[config.mk]
export PLATFORM = sky130hd
export DESIGN_NAME = fifo_arb_flat
export DESIGN_NICKNAME = d
export VERILOG_FILES = /design/src/rtl/fifo_arb_if.sv /design/src/rtl/fifo_arb.sv /design/src/flat_wrapper.sv
export SDC_FILE = /design/constraint.sdc
export NUM_CORES = 1
export LEC_CHECK = 0
export CORE_UTILIZATION = 49
export CTS_BUF_LIST = sky130_fd_sc_hd__clkbuf_16
export CTS_CLUSTER_DIAMETER = 200
export DETAILED_ROUTE_END_ITERATION = 10
export GPL_TIMING_DRIVEN = 0
export PLACE_DENSITY = 0.9
export SLEW_MARGIN = 15
export SYNTH_ARGS = -nofsm -noshare
export SYNTH_HDL_FRONTEND = slang
export SYNTH_SLANG_ARGS = --single-unit
[constraint.sdc]
create_clock -name clk -period 3 [get_ports clk]
set_input_delay 0.45 -clock clk [delete_from_list [all_inputs] [get_ports clk]]
set_output_delay 0.45 -clock clk [all_outputs]
set_load 0.02 [all_outputs]
[src/rtl/fifo_arb_if.sv]
// Client-side bus of the line-buffer RAM arbiter: one read port and one posted-write port.
interface fifo_arb_if #(
    parameter int DW = 8,
    parameter int AW = 13
);
    // Handshake: a request is consumed in any cycle where req and ack are both high;
    // the requester holds req/addr/data stable until it sees ack. rd_valid is a
    // one-cycle strobe that qualifies rd_data and has no back-pressure.
    logic          rd_req;
    logic          rd_ack;
    logic [AW-1:0] rd_addr;
    logic [DW-1:0] rd_data;
    logic          rd_valid;
    logic          wr_req;
    logic          wr_ack;
    logic [AW-1:0] wr_addr;
    logic [DW-1:0] wr_data;

    modport master (
        output rd_req, rd_addr, wr_req, wr_addr, wr_data,
        input  rd_ack, rd_data, rd_valid, wr_ack
    );

    modport slave (
        input  rd_req, rd_addr, wr_req, wr_addr, wr_data,
        output rd_ack, rd_data, rd_valid, wr_ack
    );
endinterface

[src/rtl/fifo_arb.sv]
// Single-port SRAM arbiter: reads have priority, writes are posted into a small circular
// buffer with bounded starvation. Optional read-after-write bypass: FIFO_ARB_RAW_BYPASS_EN.
module fifo_arb #(
    parameter int DW         = 8,
    parameter int AW         = 13,
    parameter int WB_DEPTH   = 2,
    parameter int RD_LAT     = 1,
    parameter int STARVE_MAX = 4
) (
    input  logic                        clk,
    input  logic                        rst_x,
    fifo_arb_if.slave                   bus,
    output logic                        ram_ce,
    output logic                        ram_we,
    output logic [AW-1:0]               ram_addr,
    output logic [DW-1:0]               ram_wdata,
    input  logic [DW-1:0]               ram_rdata,
    output logic [$clog2(WB_DEPTH):0]   wb_level,
    output logic                        wb_full
);
    localparam int PW = $clog2(WB_DEPTH);
    localparam int LW = PW + 1;

    logic [AW-1:0]     wb_addr [WB_DEPTH];
    logic [DW-1:0]     wb_dat  [WB_DEPTH];
    logic [PW-1:0]     head;
    logic [PW-1:0]     tail;
    logic [LW-1:0]     level;
    logic [3:0]        starve_cnt;
    logic [RD_LAT-1:0] vld_pipe;
    logic              wb_nonempty;
    logic              wsel;
    logic              wr_ack;
    logic              rd_ack;
    logic [DW-1:0]     sample_data;

    assign wb_nonempty = (level != '0);
    assign wb_full     = (level == LW'(WB_DEPTH));
    assign wb_level    = level;

    // Full is taken from the registered level, so a same-cycle drain never frees a slot early.
    assign wr_ack = bus.wr_req & ~wb_full;
    assign wsel   = wb_nonempty & (~bus.rd_req | (starve_cnt == 4'(STARVE_MAX)));
    assign rd_ack = bus.rd_req & ~wsel;

    assign bus.wr_ack = wr_ack;
    assign bus.rd_ack = rd_ack;
    assign ram_ce     = rd_ack | wsel;
    assign ram_we     = wsel;
    assign ram_addr   = wsel ? wb_addr[head] : bus.rd_addr;
    assign ram_wdata  = wb_dat[head];

    // Buffer storage needs no reset: only entries between head and tail are ever consumed.
    always_ff @(posedge clk) begin
        if (wr_ack) begin
            wb_addr[tail] <= bus.wr_addr;
            wb_dat[tail]  <= bus.wr_data;
        end
    end

    always_ff @(posedge clk or negedge rst_x) begin
        if (!rst_x) begin
            head         <= '0;
            tail         <= '0;
            level        <= '0;
            starve_cnt   <= '0;
            vld_pipe     <= '0;
            bus.rd_valid <= 1'b0;
            bus.rd_data  <= '0;
        end else begin
            if (wr_ack) tail <= tail + 1'b1;
            if (wsel)   head <= head + 1'b1;
            level <= level + LW'(wr_ack) - LW'(wsel);

            if (wsel || !wb_nonempty)
                starve_cnt <= '0;
            else if (rd_ack && starve_cnt != 4'(STARVE_MAX))
                starve_cnt <= starve_cnt + 4'd1;

            vld_pipe[0] <= rd_ack;
            for (int i = 1; i < RD_LAT; i++)
                vld_pipe[i] <= vld_pipe[i-1];

            bus.rd_valid <= vld_pipe[RD_LAT-1];
            if (vld_pipe[RD_LAT-1])
                bus.rd_data <= sample_data;
        end
    end

`ifdef FIFO_ARB_RAW_BYPASS_EN
    logic              byp_hit;
    logic [DW-1:0]     byp_data;
    logic [RD_LAT-1:0] hit_pipe;
    logic [DW-1:0]     data_pipe [RD_LAT];

    // Scan oldest to newest so the newest matching posted write wins.
    always_comb begin
        byp_hit  = 1'b0;
        byp_data = '0;
        for (int i = 0; i < WB_DEPTH; i++) begin
            if ((LW'(i) < level) && (wb_addr[head + PW'(i)] == bus.rd_addr)) begin
                byp_hit  = 1'b1;
                byp_data = wb_dat[head + PW'(i)];
            end
        end
    end

    always_ff @(posedge clk or negedge rst_x) begin
        if (!rst_x) begin
            hit_pipe <= '0;
            for (int i = 0; i < RD_LAT; i++)
                data_pipe[i] <= '0;
        end else begin
            hit_pipe[0]  <= rd_ack & byp_hit;
            data_pipe[0] <= byp_data;
            for (int i = 1; i < RD_LAT; i++) begin
                hit_pipe[i]  <= hit_pipe[i-1];
                data_pipe[i] <= data_pipe[i-1];
            end
        end
    end

    assign sample_data = hit_pipe[RD_LAT-1] ? data_pipe[RD_LAT-1] : ram_rdata;
`else
    assign sample_data = ram_rdata;
`endif
endmodule

[src/flat_wrapper.sv]
// flat-port wrapper written by rule: the top's interface ports become plain ports
module fifo_arb_flat 
#(
    parameter int DW         = 8,
    parameter int AW         = 13,
    parameter int WB_DEPTH   = 2,
    parameter int RD_LAT     = 1,
    parameter int STARVE_MAX = 4
)
  (clk, rst_x, ram_ce, ram_we, ram_addr, ram_wdata, ram_rdata, wb_level, wb_full, bus_rd_req, bus_rd_addr, bus_wr_req, bus_wr_addr, bus_wr_data, bus_rd_ack, bus_rd_data, bus_rd_valid, bus_wr_ack);
  fifo_arb_if #(.DW(DW), .AW(AW)) bus_i ();
  input  logic clk;
  input  logic rst_x;
  output logic ram_ce;
  output logic ram_we;
  output logic [AW-1:0] ram_addr;
  output logic [DW-1:0] ram_wdata;
  input  logic [DW-1:0] ram_rdata;
  output logic [$clog2(WB_DEPTH):0] wb_level;
  output logic wb_full;
  input wire logic [$bits(bus_i.rd_req)-1:0] bus_rd_req;
  input wire logic [$bits(bus_i.rd_addr)-1:0] bus_rd_addr;
  input wire logic [$bits(bus_i.wr_req)-1:0] bus_wr_req;
  input wire logic [$bits(bus_i.wr_addr)-1:0] bus_wr_addr;
  input wire logic [$bits(bus_i.wr_data)-1:0] bus_wr_data;
  output wire logic [$bits(bus_i.rd_ack)-1:0] bus_rd_ack;
  output wire logic [$bits(bus_i.rd_data)-1:0] bus_rd_data;
  output wire logic [$bits(bus_i.rd_valid)-1:0] bus_rd_valid;
  output wire logic [$bits(bus_i.wr_ack)-1:0] bus_wr_ack;
  assign bus_i.rd_req = bus_rd_req;
  assign bus_i.rd_addr = bus_rd_addr;
  assign bus_i.wr_req = bus_wr_req;
  assign bus_i.wr_addr = bus_wr_addr;
  assign bus_i.wr_data = bus_wr_data;
  assign bus_rd_ack = bus_i.rd_ack;
  assign bus_rd_data = bus_i.rd_data;
  assign bus_rd_valid = bus_i.rd_valid;
  assign bus_wr_ack = bus_i.wr_ack;
  fifo_arb #(.DW(DW), .AW(AW), .WB_DEPTH(WB_DEPTH), .RD_LAT(RD_LAT), .STARVE_MAX(STARVE_MAX)) u_core (.clk(clk), .rst_x(rst_x), .bus(bus_i), .ram_ce(ram_ce), .ram_we(ram_we), .ram_addr(ram_addr), .ram_wdata(ram_wdata), .ram_rdata(ram_rdata), .wb_level(wb_level), .wb_full(wb_full));
endmodule
Yosys cells after proc, flatten, opt, wreduce, memory -nomap -nowiden
Memories as Yosys holds them, arrays and structs flattened. Index checks and enable logic that the tools add are counted.

Bits in writable memories: 42. Word-level logic and storage cells: 35. Memories: 2. Input bits: 46. Bits in registers: 18. Output and inout bits: 37.

Add/sub/neg operators: 5. Equal/unequal tests: 3. Bitwise gates (word level): 8. Mux-type cells: 5. Reductions and logical operators: 5.

Memories: u_core.wb_addr (words 2, width 13, rd ports 1, clocked after Yosys merged registers in 0, write ports 1, RTL line fifo_arb.sv:24) `logic [AW-1:0] wb_addr [WB_DEPTH];`; u_core.wb_dat (words 2, width 8, rd ports 1, clocked after Yosys merged registers in 0, write ports 1, RTL line fifo_arb.sv:25) `logic [DW-1:0] wb_dat [WB_DEPTH];`.

Operators by type and width (count): 2-to-1 mux 13 bit (1); 2-to-1 mux 4 bit (2); adder 4 x 1 -> 4 bit, second input constant (1); equality test 4 x 3 -> 1 bit, second input constant (1); != test 4 x 3 -> 1 bit, second input constant (1); nonzero test 2 bit (2); bitwise AND 1 bit (3); inverter 1 bit (3); adder 1 bit, second input constant (2); adder 2 x 1 -> 2 bit (1); equality test 2 bit, second input constant (1); 2-to-1 mux 1 bit (2); OR 1 bit (2); subtractor 2 x 1 -> 2 bit (1); logical AND 1 bit (1); zero test 1 bit (1); logical OR 1 bit (1).

Longest topological paths before layout
Gate-level depths: netlist of run 1.

Depth in word-level cells: 8. Gate-level depth with buffers: 10. Gate-level depth less buffers: 9.

Least setup slack after synthesis of run 1
OpenSTA, ideal clock, no wires.

Path type: flip-flop to flip-flop. Start point: register u_core.level[0] (netlist: u_core.wb_level[0]). End point: memory u_core.wb_addr[0][0], enable pin. Library setup time: 0.399 ns. Required time: 2.601 ns. Stages on the path, launching flop included: 4. Path buffers: 0. Clock period less this slack: 2.073 ns. Arrival: 1.674 ns. Slack: 0.927 ns. Path through: dfrtp_1 nand2b_1 nand2_1 nor2_1.

Word-level cells in the longest chain between the ends: 5.

Ends and longest elaborated chain: from (decl) (RTL line fifo_arb.sv:28) `logic [LW-1:0] level;`; from (signal assigned) (RTL line fifo_arb.sv:73) `level <= level + LW'(wr_ack) - LW'(wsel);`; equality test 2 bit (RTL line fifo_arb.sv:38) `assign wb_full = (level == LW'(WB_DEPTH));`; inverter 1 bit (RTL line fifo_arb.sv:42) `assign wr_ack = bus.wr_req & ~wb_full;`; bitwise AND 1 bit (RTL line fifo_arb.sv:42); 2-to-1 mux 1 bit (RTL line fifo_arb.sv:55) `if (wr_ack) begin`; 2-to-1 mux 1 bit (not written as such) (RTL line fifo_arb.sv:56) `wb_addr[tail] <= bus.wr_addr;`; to (decl) (RTL line fifo_arb.sv:24).

No other way between the ends.

Worst setup path after layout of run 1
Start point: register u_core.starve_cnt[0]. End point: output port ram_addr[3].

Word-level cells in the longest chain between the ends: 4.

Ends and longest elaborated chain: from (decl) (RTL line fifo_arb.sv:29) `logic [3:0] starve_cnt;`; from (signal assigned) (RTL line fifo_arb.sv:78) `starve_cnt <= starve_cnt + 4'd1;`; equality test 4 x 3 -> 1 bit (RTL line fifo_arb.sv:43) `assign wsel = wb_nonempty & (~bus.rd_req | (starve_cnt == 4'(STARVE_MAX)));`; OR 1 bit (RTL line fifo_arb.sv:43); bitwise AND 1 bit (RTL line fifo_arb.sv:43); 2-to-1 mux 13 bit (RTL line fifo_arb.sv:50) `assign ram_addr = wsel ? wb_addr[head] : bus.rd_addr;`; to (decl) (RTL line flat_wrapper.sv:16) `output logic [AW-1:0] ram_addr;`.

No other way between the ends.

==> results of run 1 <==
## per-stage QoR
| step | hold WS [ns] | power, mW |
|---|---|---|
| after floorplan | 0.154 | 2.03 |
| after global placement | 0.357 | 2.57 |
| after detailed placement | 0.361 | 2.62 |
| after CTS | 0.372 | 3.51 |
| after global routing | 0.386 | 3.65 |
| final | 0.369 | 3.50 |
## layer usage
metal	GRT usage	share of wire	vias up
li1	-	-	699
met1	0.250	0.42	716
met2	0.335	0.48	79
met3	0.0552	0.074	12
met4	0.131	0.021	0
met5	0	0	-
## cells by family (layout without fill, tap and decap cells)
family          Yosys count  count (layout)
compound gates            1               1
xor+xnor                  6               6
fa+ha+maj                 4               4
buf+inv                  10             111
flops                    60              60
mux                      42              42
simple gates             14              14
## worst reg2reg max path, cell delays in order (launching register included)
cell and delay, ns:
dfrtp_1 0.41, inv_1 0.09, ha_1 0.21, nand3b_4 0.10, a21oi_4 0.24, buf_12 0.19, ha_1 0.23, inv_1 0.05
ha_1 0.15, xnor2_1 0.13, xnor2_1 0.14
## layout by cell type, fill, tap and decap left out, drive strengths merged
master and n:
a21oi 1, and3 1, buf 6, clkbuf 10, clkdlybuf4s50 82, clkinv 2
clkinvlp 1, dfrtp 18, edfxtp 42, ha 4, inv 10, mux2 42
nand2 1, nand2b 1, nand3 1, nand3b 2, nor2 6, nor2b 1
or3 1, xnor2 4, xor2 2
## cell type report
class | instances | share of cell area
inverter | 6 | 0.00615
sequential | 60 | 0.467
clock inverter | 7 | 0.00888
tap | 67 | 0.0229
timing repair buffer | 85 | 0.232
multi-input combinational | 67 | 0.192
clock buffer | 9 | 0.0615
buffer | 4 | 0.00922
## sequential cells by signal (all words and copies together) (netlist names)
name	flops
u_core.head	1
u_core.bus.rd_valid	1
u_core.wb_addr	26
u_core.bus.rd_data	8
u_core.starve_cnt	4
u_core.wb_dat	16
u_core.tail	1
u_core.vld_pipe	1
u_core.wb_level	2
## how the worst min path moves through the flow
stage / from / end / slack (ns)
final: u_core.vld_pipe / u_core.bus.rd_valid / 0.37
after global routing: u_core.vld_pipe / u_core.bus.rd_valid / 0.39
after CTS: u_core.vld_pipe / u_core.bus.rd_valid / 0.37
after detailed placement: u_core.vld_pipe / u_core.bus.rd_valid / 0.36
after global placement: u_core.vld_pipe / u_core.bus.rd_valid / 0.36
after floorplan: rst_x / u_core.bus.rd_data[0] / 0.15
## where the power goes
group          internal, mW  total (mW)  switching, mW
clock                 0.541       0.881          0.339
combinational         0.731        1.40          0.665
sequential             1.13        1.22         0.0933
## timing repair
action                                  CTS  global route
pin swaps                                 1             1
endpoints found under the setup margin    1             7
setup buffers                             0             2
gates resized for setup                   0             0
==> impl_metrics.py, run 1 <==
metrics = {
    "outcome": {
        "status": "completed",
    },
    "setup_path": {
        "worstPathMaxFanout": 4,
        "critPathCaptureType": "output port",
        "crit_buf_inv": 3,
        "cp_top_family": "buffers and inverters",
        "r2r_end": "u_core.wb_level[1]",
        "crit_slowest_cell": "clkdlybuf4s50_1",
        "crit_end": "ram_addr[3]",
        "worstPathArrival_ns": 2.45,
        "cpPeakStageDelay_ns": 0.55,
        "crit_start": "u_core.starve_cnt[0]",
        "r2r_setup_slack_ns": 0.98,
        "worstPathCellList": "inv_1 -> ha_1 -> nand3b_4 -> a21oi_4 -> buf_4 -> mux2_2 -> clkdlybuf4s50_1",
        "worstReg2RegStart": "u_core.starve_cnt[0]",
        "worstRegToRegCells": 10,
        "start_kind": "register",
        "path_class": "register to output port",
        "required_ns": 2.55,
        "critical_path_depth": 7,
    },
    "cts": {
        "cts_buffers": 9,
        "root_buffer": "clkbuf_16",
        "cts_sinks": 60,
        "cts_tree": "built",
        "clock_latency_ns": 0.33,
        "cts_buffer_depth": 2,
        "cts_htree_levels": 3,
        "postCtsHoldBufs": 0,
        "clk_pin_slew_ns": 0.05,
    },
    "floorplanning": {
        "die_w_um": 73.0,
        "rows": 25,
        "io-pin-count": 83,
        "dieArea_mm2": 0.00533,
        "start_util": 0.516,
        "core_area_mm2": 0.00479,
        "die_y_um": 73.0,
    },
    "min_path": {
        "hold_depth": 0,
        "min-delay-path-class": "register to register",
    },
    "place": {
        "place_worst_setup_slack_ns": 0.188,
        "hpwl_um": 3380,
        "finalWeightedCongestion": 0.709,
        "port-buffer-count": 82,
        "dpl.cell_count": 287,
        "placed_cell_area_mm2": 0.00339,
    },
    "sta": {
        "fin_setup_tns_ns": 0,
        "rsz0062_at_grt": "no",
        "fin_skew_ns": 0.00729,
        "hold_viol": 0,
        "tightest_slew_ns": 1.02,
        "drv_slew": 0,
        "slew_headroom": 0.323,
        "min_period_ns": 2.90,
        "setup_slack_ns": 0.101,
        "setup_viol": 0,
        "max_freq_mhz": 345,
        "period_share": 0.966,
    },
    "finish": {
        "ff_latch_area_mm2": 0.00171,
        "diodes": 0,
        "final_core_util": 0.766,
        "multiInputGateArea_um2": 704,
        "nNetsFinal": 283,
        "finish.instance_area_mm2": 0.00366,
        "area_delta_synth_final_pct": 48.4,
        "nFillCells": 293,
        "instances_no_fill": 305,
        "drive_above_1_share": 0.265,
    },
    "detailed_routing": {
        "via_count": 1506,
        "avgViaCountPerCell": 4.94,
        "antenna_left": 0,
        "firstDrtPassIters": 4,
        "wirelength_um": 4920,
        "drtIter0Drc": 36,
        "drcViolationCount": 0,
        "wl_per_cell_um": 16.1,
    },
    "global_route": {
        "grt_pass1_wl_um": 7730,
        "grt_start_max_net_pins": 22,
        "antenna_found_initial": 0,
        "grt_use_total": 0.208,
        "overflow": 0,
        "grt_pass1_vias": 1596,
    },
    "synth": {
        "synth_top_area_share": 0.511,
        "synth_seq_area_share": 0.693,
        "yosys_most_used_dff": "edfxtp_1",
        "synthMostInstantiatedCell": "edfxtp_1",
        "synth_top_area_cell": "edfxtp_1",
        "syn_inst": 137,
        "synthSimpleGateAreaFrac": 0.0339,
        "synth_top_family_by_area": "multiplexers",
        "synth_area_per_cell_um2": 18.0,
        "ys_top_cells_by_area": "edfxtp_1 51%, dfrtp_1 18%, mux2_2 16%",
        "syn_nets": 187,
        "syn_area_mm2": 0.00247,
        "ys_top_cells_by_count": "42 x edfxtp_1, 35 x mux2_2, 18 x dfrtp_1",
        "synth_compound_area_frac": 0.00659,
        "synth-xor-area-share": 0.0213,
        "yosys-mux-area-fraction": 0.202,
        "synth_seq_cells": 60,
        "synth_fa_ha_area_frac": 0.0203,
        "synth_edf_count": 42,
        "ys_warn_count": 0,
        "synth_cell_types": 21,
        "async_reset_ff_frac": 0.300,
    },
    "pwr": {
        "ir_worst_vdd_uv": 551,
        "powerDensity_mw_per_mm2": 956,
        "leakagePower_nw": 1.42,
    },
    "job": {
        "max-cap-violations": 0,
    },
}
(Power assumes the default switching activity.)
==> inputs of run 2 (changes only) <==
CAP_MARGIN = 20   (was default)
==> results of run 2 <==
The final DEF is identical to that of run 1; final timing and power are the same.
